File: src/rtl/pwm_pkg.sv
// Shared definitions for the multi-channel PWM peripheral.
//   - Register word addresses
//   - CONFIG field bit positions
//   - Counting mode and direction enums
package pwm_pkg;

  localparam logic [3:0] ADDR_CONFIG  = 4'd0;
  localparam logic [3:0] ADDR_TOP     = 4'd1;
  localparam logic [3:0] ADDR_COUNTER = 4'd2;
  localparam logic [3:0] ADDR_CMP0    = 4'd3;

  localparam int CFG_EN   = 0;
  localparam int CFG_MODE = 1;
  localparam int CFG_INV  = 2;
  localparam int CFG_PRE  = 16;

  typedef enum logic {MODE_EDGE = 1'b0, MODE_CENTRE = 1'b1} mode_e;
  typedef enum logic {DIR_UP = 1'b0, DIR_DOWN = 1'b1} dir_e;

endpackage

File: src/rtl/pwm_channel_compare.sv
// One PWM compare channel: active compare register, comparator, inversion
// and output flop.
//   clk, rst_n : clock, async active-low reset
//   load_i     : copy shadow compare into the active register
//   en_i       : peripheral enabled; when low the output idles at inv_i
//   inv_i      : output inversion
//   cmp_sh_i   : shadow compare value
//   cnt_i      : shared counter value
//   pwm_o      : registered PWM output
module pwm_channel_compare #(
  parameter int CW = 16
) (
  input  logic          clk,
  input  logic          rst_n,
  input  logic          load_i,
  input  logic          en_i,
  input  logic          inv_i,
  input  logic [CW-1:0] cmp_sh_i,
  input  logic [CW-1:0] cnt_i,
  output logic          pwm_o
);

  logic [CW-1:0] cmp_act_q;
  logic          pwm_q;

  always_ff @(posedge clk or negedge rst_n) begin
    if (!rst_n) begin
      cmp_act_q <= '0;
      pwm_q     <= 1'b0;
    end else begin
      if (load_i) cmp_act_q <= cmp_sh_i;
      // compare 0 is always high; compare > top never matches
      pwm_q <= en_i ? ((cnt_i >= cmp_act_q) ^ inv_i) : inv_i;
    end
  end

  assign pwm_o = pwm_q;

endmodule

File: src/rtl/pwm_multi_channel.sv
// Multi-channel PWM: shared prescaler and edge/centre-aligned counter drive
// CHANNELS compare outputs. TOP/COMPARE are shadowed and copied into the
// active registers at each period boundary (or continuously while disabled).
//   clk, rst_n : clock, async active-low reset
//   reg_we     : single-cycle register write strobe
//   reg_addr   : word address
//   reg_wdata  : write data
//   reg_rdata  : combinational read data for reg_addr
//   pwm_o      : registered PWM outputs
//   period_o   : one-cycle pulse when the counter takes 0 at a boundary
module pwm_multi_channel
  import pwm_pkg::*;
#(
  parameter int CHANNELS       = 4,
  parameter int COUNTER_WIDTH  = 16,
  parameter int PRESCALE_WIDTH = 8
) (
  input  logic                clk,
  input  logic                rst_n,
  input  logic                reg_we,
  input  logic [3:0]          reg_addr,
  input  logic [31:0]         reg_wdata,
  output logic [31:0]         reg_rdata,
  output logic [CHANNELS-1:0] pwm_o,
  output logic                period_o
);

  localparam int CW = COUNTER_WIDTH;
  localparam int PW = PRESCALE_WIDTH;

  logic                         en_q;
  mode_e                        mode_q;
  logic [CHANNELS-1:0]          inv_q;
  logic [PW-1:0]                psc_q, pre_q, pre_d;
  logic [CW-1:0]                cnt_q, cnt_d, cnt_inc;
  dir_e                         dir_q, dir_d;
  logic [CW-1:0]                top_sh_q, top_act_q;
  logic [CHANNELS-1:0][CW-1:0]  cmp_sh_q;
  logic                         per_q;
  logic                         bnd, load;
  logic                         wr_cfg, wr_top, wr_cnt;
  logic                         unused_wdata;

  assign wr_cfg  = reg_we && (reg_addr == ADDR_CONFIG);
  assign wr_top  = reg_we && (reg_addr == ADDR_TOP);
  assign wr_cnt  = reg_we && (reg_addr == ADDR_COUNTER);
  assign cnt_inc = cnt_q + 1'b1;
  assign unused_wdata = ^reg_wdata;

  // Prescaler and counter next state. A COUNTER write overrides any tick,
  // so no boundary is flagged in that cycle.
  always_comb begin
    cnt_d = cnt_q;
    dir_d = dir_q;
    pre_d = pre_q;
    bnd   = 1'b0;
    if (wr_cnt) begin
      cnt_d = '0;
      pre_d = '0;
      dir_d = DIR_UP;
    end else if (en_q) begin
      // >= so a prescale lowered below the running count still ticks
      if (pre_q >= psc_q) begin
        pre_d = '0;
        if (mode_q == MODE_EDGE) begin
          cnt_d = (cnt_q >= top_act_q) ? '0 : cnt_inc;
        end else if (dir_q == DIR_UP) begin
          if (cnt_q < top_act_q) begin
            cnt_d = cnt_inc;
            if (cnt_inc == top_act_q) dir_d = DIR_DOWN;
          end else if (cnt_q != '0) begin
            cnt_d = cnt_q - 1'b1;
            dir_d = (cnt_q == CW'(1)) ? DIR_UP : DIR_DOWN;
          end
        end else begin
          if (cnt_q != '0) cnt_d = cnt_q - 1'b1;
          if (cnt_q <= CW'(1)) dir_d = DIR_UP;
        end
        bnd = (cnt_d == '0);
      end else begin
        pre_d = pre_q + 1'b1;
      end
    end
  end

  // Shadows flow into the active copies at a boundary, or every cycle while
  // disabled. A write in the boundary cycle lands in the shadow only.
  assign load = !en_q || bnd;

  always_ff @(posedge clk or negedge rst_n) begin
    if (!rst_n) begin
      en_q      <= 1'b0;
      mode_q    <= MODE_EDGE;
      inv_q     <= '0;
      psc_q     <= '0;
      pre_q     <= '0;
      cnt_q     <= '0;
      dir_q     <= DIR_UP;
      top_sh_q  <= '0;
      top_act_q <= '0;
      cmp_sh_q  <= '0;
      per_q     <= 1'b0;
    end else begin
      pre_q <= pre_d;
      cnt_q <= cnt_d;
      dir_q <= dir_d;
      per_q <= bnd;
      if (load) top_act_q <= top_sh_q;
      if (wr_cfg) begin
        en_q   <= reg_wdata[CFG_EN];
        mode_q <= mode_e'(reg_wdata[CFG_MODE]);
        inv_q  <= reg_wdata[CFG_INV +: CHANNELS];
        psc_q  <= reg_wdata[CFG_PRE +: PW];
      end
      if (wr_top) top_sh_q <= reg_wdata[CW-1:0];
      for (int i = 0; i < CHANNELS; i++)
        if (reg_we && (reg_addr == 4'(int'(ADDR_CMP0) + i)))
          cmp_sh_q[i] <= reg_wdata[CW-1:0];
    end
  end

  always_comb begin
    reg_rdata = '0;
    case (reg_addr)
      ADDR_CONFIG: begin
        reg_rdata[CFG_EN]              = en_q;
        reg_rdata[CFG_MODE]            = mode_q;
        reg_rdata[CFG_INV +: CHANNELS] = inv_q;
        reg_rdata[CFG_PRE +: PW]       = psc_q;
      end
      ADDR_TOP:     reg_rdata[CW-1:0] = top_sh_q;
      ADDR_COUNTER: reg_rdata[CW-1:0] = cnt_q;
      default: ;
    endcase
    for (int i = 0; i < CHANNELS; i++)
      if (reg_addr == 4'(int'(ADDR_CMP0) + i)) reg_rdata[CW-1:0] = cmp_sh_q[i];
  end

  for (genvar g = 0; g < CHANNELS; g++) begin : g_ch
    pwm_channel_compare #(.CW(CW)) u_ch (
      .clk     (clk),
      .rst_n   (rst_n),
      .load_i  (load),
      .en_i    (en_q),
      .inv_i   (inv_q[g]),
      .cmp_sh_i(cmp_sh_q[g]),
      .cnt_i   (cnt_q),
      .pwm_o   (pwm_o[g])
    );
  end

  assign period_o = per_q;

endmodule
File: config.mk
export PLATFORM = sky130hd
export DESIGN_NAME = pwm_multi_channel
export DESIGN_NICKNAME = d
export VERILOG_FILES = /design/src/rtl/pwm_pkg.sv /design/src/rtl/pwm_channel_compare.sv /design/src/rtl/pwm_multi_channel.sv
export SDC_FILE = /design/constraint.sdc
export NUM_CORES = 1
export LEC_CHECK = 0
export CAP_MARGIN = 20
export CORE_MARGIN = 2
export CORE_UTILIZATION = 50
export CTS_BUF_LIST = sky130_fd_sc_hd__clkbuf_4
export DETAILED_ROUTE_END_ITERATION = 10
export PLACE_DENSITY = 0.69
export SLEW_MARGIN = 20
export SYNTH_ARGS = -nofsm -noshare
export SYNTH_HDL_FRONTEND = slang
export SYNTH_SLANG_ARGS = --single-unit
export TNS_END_PERCENT = 30
File: constraint.sdc
create_clock -name clk -period 4.2 [get_ports clk]
set_input_delay 1.05 -clock clk [delete_from_list [all_inputs] [get_ports clk]]
set_output_delay 1.05 -clock clk [all_outputs]
set_load 0.01 [all_outputs]
==> results by group, run 1 <==
Layout
  • FF+latch area: 0.00510 sq mm
  • Area of the multi-input gates: 0.00647 sq mm
  • Post-synthesis to final-layout area growth: 15.2%
  • Fillcell total: 2043
  • Fraction of layout cells with a size suffix above 1: 0.283
  • Net count reported at finish: 1347

Global route
  • Global-route wire length before repair: 48600 microns
  • Total Routing Usage GR: 0.236
  • Remaining global-route overflow: 0
  • Vias in the first global route: 9164
  • Antenna violations before repair: 1
  • Pin count of the biggest net entering global routing: 89

CTS
  • Number of buffers added to fix hold violations after cts: 0
  • Clk Tree Root Cell: clkbuf_4
  • Max Buffers Root-to-Sink: 3
  • Clock tree from TritonCTS: done
  • Clock H-tree levels: 2
  • Clock Sinks: 204
  • Clock slew at reported path FFs: 0.07 ns
  • Number of buffers added by the clock tree synthesis step: 55
  • Worst skew pair latency: ~0.7 ns

Critical path
  • Critical Path AT: 3.18 ns
  • Critical path start-end classification: primary input to output port
  • Cell type of the slowest stage on the worst timing path: clkdlybuf4s50_1
  • Max incr delay on CP: 0.58 ns
  • Cells traversed along the worst timing path: clkdlybuf4s50_1, buf_4, nor2b_1, and3b_2, buf_4, nand2_1, a31oi_1, clkdlybuf4s50_1
  • Count of cells along the worst register-to-register path: 14
  • Data required time of the worst path: 3.15 ns
  • Worst Path Max Fanout: 5
  • Type of element launching the critical path: primary input
  • Crit end category: output port

Route
  • Drt initial violations: 502
  • Post-detailed-route wirelength per cell: roughly 19 microns
  • Final WL: between 20000 and 30000 microns
  • Via density per instance: between 5 and 6
  • Number of iterations in the first detailed-routing pass: 5
  • Number of design rule violations left after detail routing: 0
  • Remaining number of nets flagged by the antenna check after routing: 0
  • Number of vias after detailed routing: 8950

STA
  • Shortest clock period the worst path allows after layout: 4.23 ns
  • Final setup violating endpoints: 1
  • Final setup skew: 0.0599 ns
  • Final hold violation count: 0
  • Fin crit share: 1.01
  • Hold Slack: 0.420 ns
  • Unrepaired setup endpoints after global routing: true
  • Worst setup margin: -0.0273 ns
  • Number of slew-limit violations in the final report: 0
  • Worst slew margin relative to its limit: 0.482
  • Slew at the pin closest to its max-slew limit: 0.776 ns
  • Achievable frequency: 0.237 GHz

Logic synthesis
  • Largest area contributor in the netlist: dfrtp_1
  • Post-synthesis area per instance: between 10 and 15 sq um
  • Fraction of synthesized cell area taken by the top area cell type: 0.417
  • Sequential element share of the synthesized area: 0.417
  • Post-Synthesis Cell Area: 0.0123 sq mm
  • Gate count after technology mapping: 1096
  • Mux share of post-synthesis cell area: 0.202
  • Top cells by area in the synthesized netlist: dfrtp_1, mux2_2, ha_1
  • Area fraction in compound gates after synthesis: 0.103
  • Dominant register cell in the synthesized netlist: dfrtp_1
  • Main combinational cell family by area after synthesis: multiplexers
  • Simple-gate area share of the yosys netlist: 0.0931
  • Synth cell count leaders: dfrtp_1, mux2_2, inv_1, ha_1, nand2_1
  • Post-Synth XOR/XNOR Area: 0.0293
  • Adder-cell share of the synthesized area: 0.0950
  • Number of distinct standard cells referenced by the synthesized netlist: around 70
  • Number of flip-flops and latches in the synthesized netlist: around 200
  • Number of synthesis warnings: 0
  • Number of enable-type register cells in the synthesized netlist: 0
  • Post-synthesis async set-or-reset flop share: 1.00
  • Most common cell in the synthesized netlist: dfrtp_1

Floorplan
  • Horizontal die dimension: 161 microns
  • Standard-cell rows: 57
  • Number of top-level pins: 76
  • Die boundary height: 161 microns
  • Floorplan die area: about 0.026 sq mm
  • Initial Utilization: 0.507
  • Std-Cell Core Area: 0.0242 sq mm

Run status
  • Status: finished with violations
  • Violations in the final reports: setup timing

Pwr
  • Maximum ir drop on the vdd rail: 300 uV
  • Leakage component of the power: 7.06 nW
  • PnR Total Power: 8.33 mW
  • Power density normalized to cell area: approximately 590 mW/mm^2

Job
  • Count of max-cap constraint violations: 0

Placed design
  • Last weighted congestion value of the routability-driven placer: between 0.8 and 0.9
  • Post-DP HPWL: 21700 microns
  • PortBufs: 59

Worst hold path
  • Worst hold-check path type: primary input to async pin
[critical path, delay by kind of cell]
family	cells	cell delay, ns
AO/OA/AOI/OAI	1	0.22
buffers and inverters	4	1.36
AND/OR/NAND/NOR	3	0.54
[stage by stage]
step	instances	area [sq um]	setup TNS [ns]	utilization	setup WS (ns)
after detailed placement	1482	13400	-0.670	0.554	-0.0953
after floorplan	1103	12300	0	-	0.570
after global placement	1482	13400	-0.665	0.554	-0.103
after global routing	1576	14100	-0.0655	0.584	-0.0655
after CTS	1575	14100	-0.289	0.582	-0.0603
final	1576	14100	-0.0273	0.584	-0.0273
[placed cells by master (no fill, tap or decap), types with 19 or more instances in the layout]
cell	synthesis	routed
a21o_1	35	35
a21oi_1	24	24
buf_4	12	59
clkbuf_4	0	80
clkdlybuf4s50_1	0	42
dfrtp_1	204	204
ha_1	93	93
inv_1	99	99
mux2_2	150	150
mux2_4	33	33
nand2_1	55	55
nand3_1	26	26
nand4_1	19	19
nor2_1	31	31
o21ai_0	28	28
xnor2_1	25	25
[per-layer routing]
layer,up-vias,wire length [microns],track usage
met1,4477,14200,0.331
li1,4218,-,-
met2,201,13700,0.376
met5,-,0,0
met3,54,1180,0.0411
met4,0,665,0.0758
[path summary, 6_finish.rpt]
check,startpoint,end,slack [ns]
setup / recovery,reg_addr[0],reg_rdata[3],-0.03
min in group clk,psc_q[7],psc_q[7],0.50
hold reg to reg,psc_q[7],psc_q[7],0.50
hold / removal,rst_n,cmp_sh_q[10],0.42
max in group asynchronous,rst_n,psc_q[7],2.80
setup reg to reg,top_act_q[15],top_act_q[8],0.28
[layout make-up]
type / instances / share of cell area
clock inverters: 13 / 0.00408
flip-flops and latches: 204 / 0.361
multi-input cells: 735 / 0.458
inverters: 99 / 0.0263
repair buffers: 120 / 0.0783
clock buffers: 80 / 0.0425
well taps: 324 / 0.0287
diodes: 1 / 0.000177
[where the power goes]
part / total, mW / leakage [nW] / switching, mW / internal [mW]
clock network: 1.69 / 0.390 / 0.826 / 0.865
registers: 3.01 / 2.53 / 0.441 / 2.57
logic: 3.63 / 4.14 / 1.84 / 1.79
total: 8.33 / 7.06 / 3.10 / 5.22
[registers in the layout, indices dropped and copies added, names as in the netlist, 4 cells and up]
register             cells
cmp_sh_q                64
g_ch.u_ch.cmp_act_q     64
cnt_q                   16
top_act_q               16
top_sh_q                16
pre_q                    8
psc_q                    8
g_ch.u_ch.pwm_o          4
inv_q                    4
[timing repair]
action / CTS / global route
setup buffers: 0 / 0
setup endpoints to repair: 15 / 15
gates resized for setup: 7 / 15
pin swaps: 0 / 1
[logic make-up after synthesis]
group | after synthesis
AOI/OAI and AO/OA | 177
xor gates and xnor gates | 41
adders and majority gates | 93
buffers and inverters | 164
other | 1
and+or+nand+nor | 211
muxes | 205
DFF | 204
Note: power is estimated with default switching activity, not from simulation.
==> run 2, diff against run 1 <==
--- a/config.mk
+++ b/config.mk
@@ -8,7 +8,7 @@
 export CAP_MARGIN = 20
 export CORE_MARGIN = 2
 export CORE_UTILIZATION = 50
-export CTS_BUF_LIST = sky130_fd_sc_hd__clkbuf_4
+export CTS_BUF_LIST = sky130_fd_sc_hd__clkbuf_8 sky130_fd_sc_hd__clkbuf_16
 export DETAILED_ROUTE_END_ITERATION = 10
 export PLACE_DENSITY = 0.69
 export SLEW_MARGIN = 20
==> run 2 against run 1 <==
Effect of this change: the flow still finishes with violations (setup timing); via count down 2.6%; sequential power about the same; count of clock-buffer cells in the layout down 49; sequential share of layout area down 0.40 points; design area up 1.1%; critical endpoint unchanged.
==> results by group, run 2 (synthesized netlist as in run 1, its figures left out) <==
Layout
  • Inserted Diodes: 0
  • Post-Layout Cell Count: 1526
  • Most used cells in the layout excluding fill and tap cells: dfrtp_1, mux2_2, inv_1, ha_1, buf_4
  • Net count reported at finish: between 1000 and 1500
  • Fraction of layout cells with a size suffix above 1: 0.260
  • Area of the multi-input gates: 0.00647 sq mm
  • FF+latch area: 0.00510 sq mm
  • Fillcell total: 1973
  • Largest registers: cmp_sh_q: 64 flops, g_ch.u_ch.cmp_act_q: 64 flops
  • Commonest non-fill, non-tap cell in the layout: dfrtp_1
  • Post-synthesis to final-layout area growth: 16.5%

Route
  • Final WL: 29700 microns
  • Number of iterations in the first detailed-routing pass: 5
  • Number of design rule violations left after detail routing: 0
  • Remaining number of nets flagged by the antenna check after routing: 0
  • Via density per instance: 5.71
  • Drt initial violations: 466
  • Number of vias after detailed routing: 8716
  • Post-detailed-route wirelength per cell: 19.5 microns

Floorplan
  • Initial Utilization: 0.507
  • Floorplan die area: 0.0258 sq mm
  • Die boundary height: 161 microns
  • Standard-cell rows: 57
  • Horizontal die dimension: 161 microns
  • Number of top-level pins: 76
  • Std-Cell Core Area: 0.0242 sq mm

Critical path
  • Worst reg2reg setup slack: 0.34 ns
  • Max incr delay on CP: roughly 0.58 ns
  • Critical Path AT: 3.16 ns
  • Count of cells along the worst register-to-register path: 14
  • Worst Path Max Fanout: 5
  • Cell type of the slowest stage on the worst timing path: clkdlybuf4s50_1
  • FF-to-FF End: g_ch[2].u_ch.cmp_act_q[4]
  • Type of element launching the critical path: primary input
  • Critical register-to-register path startpoint: top_act_q[14]
  • Crit end category: output port
  • Cells traversed along the worst timing path: clkdlybuf4s50_1, buf_4, nor2b_1, and3b_2, buf_4, nand2_1, a31oi_1, clkdlybuf4s50_1
  • Data required time of the worst path: approximately 3.2 ns
  • Critical path start-end classification: primary input to output port

STA
  • Achievable frequency: 0.238 GHz
  • Unrepaired setup endpoints after global routing: true
  • Final setup skew: 0.0116 ns
  • Aggregate negative setup slack: -0.00695 ns
  • Worst slew margin relative to its limit: 0.480
  • Fin crit share: 1.00
  • Final hold violation count: 0
  • Shortest clock period the worst path allows after layout: 4.21 ns
  • Final setup violating endpoints: 1
  • Slew at the pin closest to its max-slew limit: 0.778 ns
  • Worst setup margin: -0.00695 ns
  • Number of slew-limit violations in the final report: 0

Run status
  • Status: finished with violations
  • Violations in the final reports: setup timing

CTS
  • Clk Tree Root Cell: clkbuf_16
  • Worst skew pair latency: 0.52 ns
  • Clock H-tree levels: 1
  • Buffers inserted by post-CTS timing repair: 0
  • Clock slew at reported path FFs: 0.06 ns
  • Number of buffers added to fix hold violations after cts: 0
  • Number of buffers added by the clock tree synthesis step: 24
  • Clock tree from TritonCTS: done
  • Clock Sinks: 204
  • Max Buffers Root-to-Sink: 3

Pwr
  • Leakage component of the power: 7.05 nW
  • Clock group share of total power: 0.246
  • Cell-internal power: 5.67 mW
  • Switching power summed over all nets: roughly 3.1 mW
  • Maximum ir drop on the vdd rail: 400 uV
  • Switching fraction of total power: 0.355
  • Power density normalized to cell area: 616 mW/mm^2
  • Sequential group share of total power: 0.342
  • Part of the power in combinational logic: 0.411

Placed design
  • Post-DP HPWL: around 22000 microns
  • Last weighted congestion value of the routability-driven placer: 0.862
  • # placed instances: 1482
  • PortBufs: 59

Worst hold path
  • Min-Delay Startpoint: g_ch[2].u_ch.cmp_act_q[5]
  • Worst hold-check path type: flip-flop to flip-flop
  • Worst hold path depth: 1
  • End point of the most critical hold path: g_ch[2].u_ch.cmp_act_q[5]

Global route
  • Antenna violations before repair: 0
  • Vias in the first global route: around 8900
  • Pin count of the biggest net entering global routing: between 80 and 90
  • Global-route wire length before repair: a little under 50000 microns
  • Total Routing Usage GR: 0.234
  • Remaining global-route overflow: 0

Job
  • Count of max-cap constraint violations: 0
## run 2: changes by cell type in the layout (fill, tap and decap cells not counted)
cell,delta
inv_6,+2
clkbuf_4,-80
bufinv_16,+2
clkinv_1,-11
clkbuf_16,+25
dlymetal6s2s_1,-4
dlygate4sd2_1,+4
diode_2,-1
clkinv_2,+3
clkbuf_8,+6
inv_1,+4
## run 2: repair_timing
item / CTS / global route
hold endpoints to repair: 0 / 0
pin swaps: 0 / 1
gates resized for setup: 11 / 11
setup endpoints to repair: 15 / 11
cloned: 0 / 0
## run 2: critical path: cells and delay by family
family,cells,cell delay [ns]
buf+inv,4,1.37
compound gates,1,0.21
simple gates,3,0.52
## run 2: power groups by stage
stage	clock (mW)	sequential [mW]	combinational [mW]
2_1_floorplan	0	2.90	2.68
3_3_place_gp	0	3.01	3.51
3_5_place_dp	0	3.04	3.60
4_1_cts	2.21	3.01	3.63
5_1_grt	2.29	3.09	4.03
6_report	2.16	3.01	3.62
## run 2: layer usage
layer	wire length, microns	track usage	share of wire	vias up
li1	-	-	-	4115
met5	0	0	0	-
met4	757	0.0655	0.025	0
met2	13700	0.380	0.46	192
met3	1220	0.0313	0.041	59
met1	14000	0.332	0.47	4350
## run 2: worst max path at each step
stage / startpoint / endpoint / slack [ns] / cells after the start
3_3_place_gp: reg_addr[0] / reg_rdata[13] / -0.10 / 5
4_1_cts: reg_addr[0] / reg_rdata[3] / -0.03 / 7
5_1_grt: reg_addr[0] / reg_rdata[3] / -0.05 / 8
2_1_floorplan: reg_addr[1] / reg_rdata[10] / 0.57 / 5
6_report: reg_addr[0] / reg_rdata[3] / -0.007 / 8
3_5_place_dp: reg_addr[0] / reg_rdata[15] / -0.1 / 5
## run 2: metrics by stage
| stage | setup slack (ns) | hold WS, ns | util | cell area (sq um) | power (mW) |
|---|---|---|---|---|---|
| 3_3_place_gp | -0.103 | 0.487 | 0.554 | 13400 | 6.52 |
| 3_5_place_dp | -0.0953 | 0.494 | 0.554 | 13400 | 6.63 |
| 4_1_cts | -0.0270 | 0.506 | 0.589 | 14200 | 8.84 |
| 5_1_grt | -0.0538 | 0.514 | 0.591 | 14300 | 9.40 |
| 2_1_floorplan | 0.570 | 0.449 | - | 12300 | 5.59 |
| 6_report | -0.00695 | 0.503 | 0.591 | 14300 | 8.79 |
## run 2: cell type report
class,instances,area share
multi-input combinational,735,0.453
tap,324,0.0284
clock inverter,13,0.00868
clock buffer,31,0.0496
sequential,204,0.358
timing repair buffer,120,0.0764
inverter,99,0.0260
==> run 3, diff against run 2 <==
--- a/config.mk
+++ b/config.mk
@@ -9,6 +9,7 @@
 export CORE_MARGIN = 2
 export CORE_UTILIZATION = 50
 export CTS_BUF_LIST = sky130_fd_sc_hd__clkbuf_8 sky130_fd_sc_hd__clkbuf_16
+export CTS_CLUSTER_SIZE = 25
 export DETAILED_ROUTE_END_ITERATION = 10
 export PLACE_DENSITY = 0.69
 export SLEW_MARGIN = 20
==> run 3 against run 2 <==
Effect of this change: the flow now finishes without violations; register-to-register slack barely moved; final cell count is essentially flat; hold slack better by 0.00090 ns; utilization shrank 0.16 points; critical path depth shrank 2; count of clock-buffer cells in the layout shrank 2; worst setup slack better by 0.096 ns; non-clock buffer count unchanged; via count is 1.0% higher; clock skew grew 0.0014 ns.
==> results by group, run 3 (synthesized netlist as in run 1, its figures left out) <==
CTS
  • Clock slew at reported path FFs: 0.06 ns
  • Clock tree from TritonCTS: done
  • Number of buffers added to fix hold violations after cts: 0
  • Number of buffers added by the clock tree synthesis step: 24
  • Clock Sinks: just over 200
  • Max Buffers Root-to-Sink: 3
  • Worst skew pair latency: 0.52 ns
  • Clk Tree Root Cell: clkbuf_16
  • Clock H-tree levels: 1
  • Buffers inserted by post-CTS timing repair: 0
  • Gates resized, CTS repair: 15

Floorplan
  • Initial Utilization: 0.507
  • Die boundary height: 161 microns
  • Floorplan die area: 0.0258 sq mm
  • Number of top-level pins: 76
  • Std-Cell Core Area: 0.0242 sq mm
  • Standard-cell rows: 57
  • Horizontal die dimension: approximately 160 microns

Critical path
  • Cells traversed along the worst timing path: clkdlybuf4s50_1, buf_4, buf_12, mux4_2, a221o_1, dlygate4sd2_1
  • Data required time of the worst path: 3.15 ns
  • Crit end category: output port
  • Cell type of the slowest stage on the worst timing path: mux4_2
  • Worst path top cell family by delay: buffers and inverters
  • Worst Path Max Fanout: 15
  • Critical path start-end classification: primary input to output port
  • Critical Path AT: 3.06 ns
  • Type of element launching the critical path: primary input
  • Number of buffer and inverter stages on the critical path: 4
  • Max incr delay on CP: 0.51 ns

Pwr
  • PnR Total Power: 8.74 mW
  • Part of the power in combinational logic: 0.414
  • Leakage component of the power: approximately 7.0 nW
  • Switching power summed over all nets: between 3 and 4 mW
  • Switching fraction of total power: 0.356
  • Sequential group share of total power: 0.345
  • Maximum ir drop on the vdd rail: 411 uV
  • Power density normalized to cell area: 614 mW/mm^2
  • Cell-internal power: 5.62 mW
  • Clock group share of total power: 0.241

Placed design
  • PortBufs: slightly below 60
  • Last weighted congestion value of the routability-driven placer: 0.862
  • Post-place setup slack: -0.0953 ns
  • Post-DP HPWL: 21700 microns

Global route
  • Total Routing Usage GR: 0.235
  • Remaining global-route overflow: 0
  • Global-route wire length before repair: 48200 microns
  • Antenna violations before repair: 0
  • Vias in the first global route: 8936
  • Pin count of the biggest net entering global routing: 89

STA
  • Unrepaired setup endpoints after global routing: false
  • Aggregate negative setup slack: 0 ns
  • Worst setup margin: 0.0893 ns
  • Achievable frequency: 0.243 GHz
  • Shortest clock period the worst path allows after layout: 4.11 ns
  • Final setup violating endpoints: 0
  • Number of slew-limit violations in the final report: 0
  • Worst slew margin relative to its limit: 0.474
  • Fin crit share: 0.979
  • Final hold violation count: 0
  • Final setup skew: 0.0129 ns
  • Slew at the pin closest to its max-slew limit: 0.786 ns

Layout
  • Inserted Diodes: 0
  • Post-synthesis to final-layout area growth: 16.2%
  • Share of the core filled with cells in the final layout: 0.589
  • Largest registers: cmp_sh_q: 64 flops, g_ch.u_ch.cmp_act_q: 64 flops
  • Commonest non-fill, non-tap cell in the layout: dfrtp_1
  • Most used cells in the layout excluding fill and tap cells: dfrtp_1, mux2_2, inv_1, ha_1, buf_4
  • Fraction of layout cells with a size suffix above 1: 0.258
  • Net count reported at finish: 1316

Route
  • Post-detailed-route wirelength per cell: 19.5 microns
  • Number of vias after detailed routing: 8805
  • Via density per instance: 5.77
  • Number of design rule violations left after detail routing: 0
  • Number of iterations in the first detailed-routing pass: 5
  • Drt initial violations: 543
  • Final WL: 29700 microns
  • Remaining number of nets flagged by the antenna check after routing: 0

Job
  • Count of max-cap constraint violations: 0

Run status
  • Status: finished clean

Worst hold path
  • Worst hold-check path type: flip-flop to flip-flop
-- run 3: cell count changes in the layout (fill, tap and decap cells not counted) --
| cell | change |
|---|---|
| clkbuf_8 | -2 |
| clkdlybuf4s50_1 | -1 |
| clkinv_2 | +2 |
| clkinv_4 | +1 |
| clkinvlp_4 | -1 |
| dlygate4sd2_1 | +3 |
| dlymetal6s2s_1 | -2 |
| inv_1 | +1 |
| inv_6 | -2 |
-- run 3: cell type report --
cell class	instances	area, sq um
tap	324	405
clock buffer	29	681
clock inverter	14	121
sequential	204	5100
fill	1981	9940
inverter	99	372
multi-input combinational	735	6470
timing repair buffer	120	1080
-- run 3: worst register-to-register path, delay by kind of cell (launching register included) --
kind            cells  cell delay (ns)
buf+inv             4             0.76
fa+ha+maj           1             0.29
mux                 1             0.39
simple gates        4             0.70
compound gates      4             1.19
flops               1             0.42
-- run 3: power groups by stage --
stage | sequential [mW] | clock, mW | combinational, mW
6_report | 3.01 | 2.11 | 3.62
3_5_place_dp | 3.04 | 0 | 3.60
2_1_floorplan | 2.90 | 0 | 2.68
3_3_place_gp | 3.01 | 0 | 3.51
4_1_cts | 3.01 | 2.15 | 3.63
5_1_grt | 3.09 | 2.24 | 4.03
-- run 3: stage by stage --
step	hold WS, ns	instances	cell area, sq um
after floorplan	0.449	1103	12300
after global placement	0.487	1482	13400
after detailed placement	0.494	1482	13400
after CTS	0.507	1525	14200
after global routing	0.519	1525	14200
final	0.504	1525	14200
-- run 3: path summary, 6_finish.rpt --
path / start / to / slack [ns] / cells after the start
hold reg to reg: g_ch[3].u_ch.cmp_act_q[8] / g_ch[3].u_ch.cmp_act_q[8] / 0.50 / 1
min in group asynchronous: rst_n / g_ch[0].u_ch.pwm_o / 0.59 / 1
hold / removal: g_ch[3].u_ch.cmp_act_q[8] / g_ch[3].u_ch.cmp_act_q[8] / 0.50 / 1
setup / recovery: reg_addr[0] / reg_rdata[5] / 0.09 / 6
setup reg to reg: top_act_q[14] / g_ch[2].u_ch.cmp_act_q[4] / 0.33 / 14
max in group asynchronous: rst_n / cmp_sh_q[48] / 2.68 / 2
-- run 3: per-layer routing --
layer	vias to the layer above	track usage	routed length, microns	part of all wire
met2	221	0.382	13800	0.46
met5	-	0	0	0
met3	55	0.0318	1450	0.049
met1	4408	0.332	13700	0.46
li1	4121	-	-	-
met4	0	0.0627	745	0.025
